--- config.mk ---
export PLATFORM = sky130hd
export DESIGN_NAME = cp0_exc_ctrl
export DESIGN_NICKNAME = d
export VERILOG_FILES = /design/src/rtl/cp0_pkg.sv /design/src/rtl/cp0_exc_ctrl.sv
export SDC_FILE = /design/constraint.sdc
export NUM_CORES = 1
export LEC_CHECK = 0
export CAP_MARGIN = 20
export CELL_PAD_IN_SITES_DETAIL_PLACEMENT = 1
export CELL_PAD_IN_SITES_GLOBAL_PLACEMENT = 2
export CORE_MARGIN = 2
export CORE_UTILIZATION = 23
export CTS_CLUSTER_DIAMETER = 200
export DETAILED_ROUTE_END_ITERATION = 8
export PLACE_DENSITY = 0.9
export RECOVER_POWER = 25
export SYNTH_ARGS = -nofsm -noshare
export SYNTH_HDL_FRONTEND = slang
export SYNTH_SLANG_ARGS = --single-unit
--- constraint.sdc ---
create_clock -name clk -period 3.3 [get_ports clk]
set_input_delay 0.33 -clock clk [delete_from_list [all_inputs] [get_ports clk]]
set_output_delay 0.33 -clock clk [all_outputs]
set_load 0.01 [all_outputs]
--- src/rtl/cp0_pkg.sv ---
// Shared CP0 definitions: register numbers, field positions, exception codes
// and the mfc0 read mux.
package cp0_pkg;

  localparam logic [4:0] REG_SR    = 5'd12;
  localparam logic [4:0] REG_CAUSE = 5'd13;
  localparam logic [4:0] REG_EPC   = 5'd14;
  localparam logic [4:0] REG_PRID  = 5'd15;

  localparam int unsigned IE_BIT  = 0;
  localparam int unsigned EXL_BIT = 1;
  localparam int unsigned IM_LO   = 10;
  localparam int unsigned IM_HI   = 15;
  localparam int unsigned IP_LO   = 10;
  localparam int unsigned IP_HI   = 15;
  localparam int unsigned BD_BIT  = 31;
  localparam int unsigned EXC_LO  = 2;
  localparam int unsigned EXC_HI  = 6;

  localparam logic [4:0] EXC_INT  = 5'd0;
  localparam logic [4:0] EXC_ADEL = 5'd4;
  localparam logic [4:0] EXC_ADES = 5'd5;
  localparam logic [4:0] EXC_RI   = 5'd10;
  localparam logic [4:0] EXC_OV   = 5'd12;

  // Unmapped register numbers read as zero.
  function automatic logic [31:0] read_mux(input logic [4:0]  a,
                                           input logic [31:0] sr,
                                           input logic [31:0] cause,
                                           input logic [31:0] epc,
                                           input logic [31:0] prid);
    logic [31:0] d;
    d = 32'd0;
    case (a)
      REG_SR:    d = sr;
      REG_CAUSE: d = cause;
      REG_EPC:   d = epc;
      REG_PRID:  d = prid;
      default:   d = 32'd0;
    endcase
    return d;
  endfunction

endpackage

--- src/rtl/cp0_exc_ctrl.sv ---
// Coprocessor-0: interrupt/exception entry decision, SR/Cause/EPC/PRId state,
// mfc0/mtc0 access and EPC export for eret.
module cp0_exc_ctrl
  import cp0_pkg::*;
#(
  parameter logic [31:0] PRID       = 32'h4255_4141,
  parameter logic [31:0] HANDLER_PC = 32'h0000_4180
) (
  input  logic        clk,
  input  logic        reset,
  input  logic [4:0]  A1,
  input  logic [4:0]  A2,
  input  logic [31:0] Din,
  input  logic        WE,
  input  logic [31:0] PC,
  input  logic        BD,
  input  logic [4:0]  ExcCode_in,
  input  logic [5:0]  HWInt,
  input  logic        EXLClr,
  output logic        IntReq,
  output logic [31:0] EPC_out,
  output logic [31:0] Dout,
  output logic [31:0] Vector
);

  logic [5:0]  r_im;
  logic        r_exl;
  logic        r_ie;
  logic        r_bd;
  logic [5:0]  r_ip;
  logic [4:0]  r_exccode;
  logic [31:0] r_epc;

  logic        w_int;
  logic        w_exc;
  logic [31:0] w_epc_entry;
  logic [31:0] w_sr;
  logic [31:0] w_cause;
  logic [31:0] w_epc;

  // Architectural views; forced to reset values while reset is held.
  assign w_sr    = reset ? 32'd0 : {16'd0, r_im, 8'd0, r_exl, r_ie};
  assign w_cause = reset ? 32'd0 : {r_bd, 15'd0, r_ip, 3'd0, r_exccode, 2'd0};
  assign w_epc   = reset ? 32'd0 : r_epc;

  assign w_int       = r_ie & (|(HWInt & r_im));
  assign w_exc       = (ExcCode_in != EXC_INT);
  assign w_epc_entry = (BD ? (PC - 32'd4) : PC) & ~32'h3;

  assign IntReq  = ~reset & ~r_exl & (w_int | w_exc);
  assign EPC_out = w_epc;
  assign Dout    = read_mux(A1, w_sr, w_cause, w_epc, PRID);
  assign Vector  = HANDLER_PC;

  // Entry beats mtc0 (the writer is flushed); EXLClr beats an SR write of EXL.
  always_ff @(posedge clk) begin
    if (reset) begin
      r_im      <= 6'd0;
      r_exl     <= 1'b0;
      r_ie      <= 1'b0;
      r_bd      <= 1'b0;
      r_ip      <= 6'd0;
      r_exccode <= 5'd0;
      r_epc     <= 32'd0;
    end else begin
      r_ip <= HWInt;
      if (IntReq) begin
        r_exl     <= 1'b1;
        r_bd      <= BD;
        r_epc     <= w_epc_entry;
        r_exccode <= w_int ? EXC_INT : ExcCode_in;
      end else begin
        if (WE) begin
          case (A2)
            REG_SR: begin
              r_im  <= Din[IM_HI:IM_LO];
              r_exl <= Din[EXL_BIT];
              r_ie  <= Din[IE_BIT];
            end
            REG_EPC: r_epc <= Din & ~32'h3;
            default: ;
          endcase
        end
        if (EXLClr) r_exl <= 1'b0;
      end
    end
  end

endmodule
==> flow_metrics.tcl <==
set metrics [dict create \
    grt_max_degree 53 \
    synth_commonest_cells "nor2_1 (68), dfxtp_1 (50), mux2i_1 (42), nor2b_1 (39), buf_4 (35)" \
    ys_seq_elements 50 \
    required_ps 2970 \
    hold_viol_final 0 \
    max_freq_mhz 358 \
    final.setup.tns_ps 0 \
    portBuffers 150 \
    nNetsFinal 681 \
    synth-async-reset-ratio_pct 0 \
    antenna_found_initial 0 \
    cts-root-buf "clkbuf_16" \
    instances_no_fill 807 \
    yosysTopAreaCellShare_pct 27.3 \
    grt_pass1_vias 3803 \
    initial_core_util_pct 23.3 \
    max_stage_delay_ps 830 \
    synth_flop_cell "dfxtp_1" \
    path_cells "buf_2 > clkbuf_1 > nor2b_1 > dlygate4sd3_1" \
    ys_seq_area_share_pct 27.3 \
    period_minus_slack_ps 2790 \
    cp-start-kind "primary input" \
    pwr-share-clk_pct 32.4 \
    track_usage_pct 15.0 \
    routed-via-count 3648 \
    grt_overflow 0 \
    first_pass_iters 4 \
    place.gp.congestion 0.794 \
    cts_buffers 5 \
    cp.arrival_ps 2460 \
    crit_slowest_cell "clkbuf_1" \
    drt_iter0_markers 130 \
    final_util_pct 34.6 \
    timing.slew.headroom_pct 28.0 \
    cts_sinks 50 \
    clk-insertion-delay-late_ps 300 \
    die_h_um 130 \
    ctsResizeCount 0 \
    fin_skew_ps 14.0 \
    worst_pin_slew_ps 1080 \
    internal_power_mw 1.17 \
    dp_hpwl_um 10800 \
    rows 46 \
    netlist_area_um2 3660 \
    grt_setup_unrepaired "false" \
    htreeDepth 2 \
    cts_hold_buf 0 \
    die_x_um 130 \
    cts_buffer_depth 2 \
    area_growth_pct 48.2 \
    cp_max_fo 37 \
    drive_above_1_share_pct 6.26 \
    grt_pass1_wl_um 19900 \
    switchingPower_uw 499 \
    netlist_top_cells_area "dfxtp_1 (27%), mux2i_1 (11%), buf_4 (7.2%)" \
    wirelength_um 13100 \
    synth_edf_count 0 \
    ant_nets 0 \
    synth_area_leader_cell "dfxtp_1" \
    finalSetupViolCount 0 \
    ir_drop_v 0.000178 \
    antenna-diode-count 0 \
    hold_path_class "reg2reg" \
    cp_top_family "buffers and inverters" \
    clkSlewWorstSetupHoldPaths_ps 70 \
    cts_setup_buffers 0 \
    crit_type "in2out" \
    crit_buf_inv 3 \
    end_kind "primary output" \
    hold_ws_ps 466 \
    synth.most_common_cell "nor2_1" \
    core_um2 15700 \
    comb_power_share_pct 26.8 \
    die_area_um2 17000 \
    swShare_pct 30.0 \
    cts_tree "done" \
    avgSynthCellArea_um2 8.11 \
    dp_cells 799 \
    min_period_over_period_pct 84.6 \
    pin_count 187 \
    leakagePower_nw 2.19 \
    viasPerCell 4.52 \
    power_frac_seq_pct 40.8 \
    max_cap_violations 0 \
    slew_viol_final 0 \
    yosys_warnings 0 \
    drc_errors 0 \
    p_per_area_nw_per_um2 307 \
    synth.distinct_cells 50 \
    status "completed" \
    avgRoutedWirePerCell_um 16.3 \
    netlist_instances 452 \
]
[logic make-up after synthesis]
family	share of synthesized area (%)
muxes	11.8
AOI/OAI and AO/OA	14.1
other	0.205
xor gates and xnor gates	6.21
and+or+nand+nor	29.9
buffers and inverters	10.1
DFF	27.3
adders and majority gates	0.341
[power by group through the flow]
stage	combinational, mW	clock (mW)	sequential, mW
floorplan	0.250	0	0.680
CTS	0.456	0.559	0.680
detailed placement	0.454	0	0.695
finish	0.446	0.540	0.680
global placement	0.443	0	0.691
global route	0.487	0.574	0.686
[layout by cell type, fill, tap and decap left out, types with 6 or more instances in the layout]
cell type and count:
nor3_1 14, xor2_1 11, dlygate4sd3_1 18, nand2_1 8
xnor2_1 15, mux2i_1 42, conb_1 34, and2_1 11
a21o_1 13, nor2b_1 39, dfxtp_1 50, buf_4 6
clkdlybuf4s50_1 131, a22oi_1 9, a211oi_1 15, nor2_1 67
a21oi_1 28
[final cells by class]
cell class	count	area (µm²)
clock buffer	5	125
inverter	3	11.3
fill	1880	10300
tap	216	270
clock inverter	3	26.3
sequential	50	1000
multi-input combinational	371	2430
timing repair buffer	159	1570
[routing by layer]
layer / vias up / track usage (%) / wire (µm)
met1: 1751 / 18.4 / 5830
met4: 0 / 3.54 / 160
met2: 99 / 26.8 / 6390
li1: 1787 / - / -
met5: - / 0 / 0
met3: 11 / 3.20 / 757
[sequential cells by signal, indices dropped and copies added (netlist names)]
signal / count
r_exl: 1
r_ie: 1
r_im: 6
r_epc: 30
r_ip: 6
r_exccode: 5
r_bd: 1
[tightest hold or removal path, stage by stage (launching register included)]
cell     delay [ps]
dfxtp_1         320
nand2_1          50
a21oi_1          50
[worst paths after layout]
check	from	to	slack [ps]	cells after the start
setup reg to reg	r_im[5]	r_epc[7]	710	6
hold reg to reg	r_bd	r_bd	470	2
hold / removal	r_bd	r_bd	470	2
setup / recovery	reset	EPC_out[28]	510	4
[through the flow]
stage	cell area, µm²	total power [mW]	setup WS (ps)
after global routing	5430	1.75	292
after global placement	5290	1.13	593
final	5430	1.67	509
after CTS	5440	1.70	573
after floorplan	3780	0.930	1390
after detailed placement	5290	1.15	534
Power figures use the tool's default switching activity.
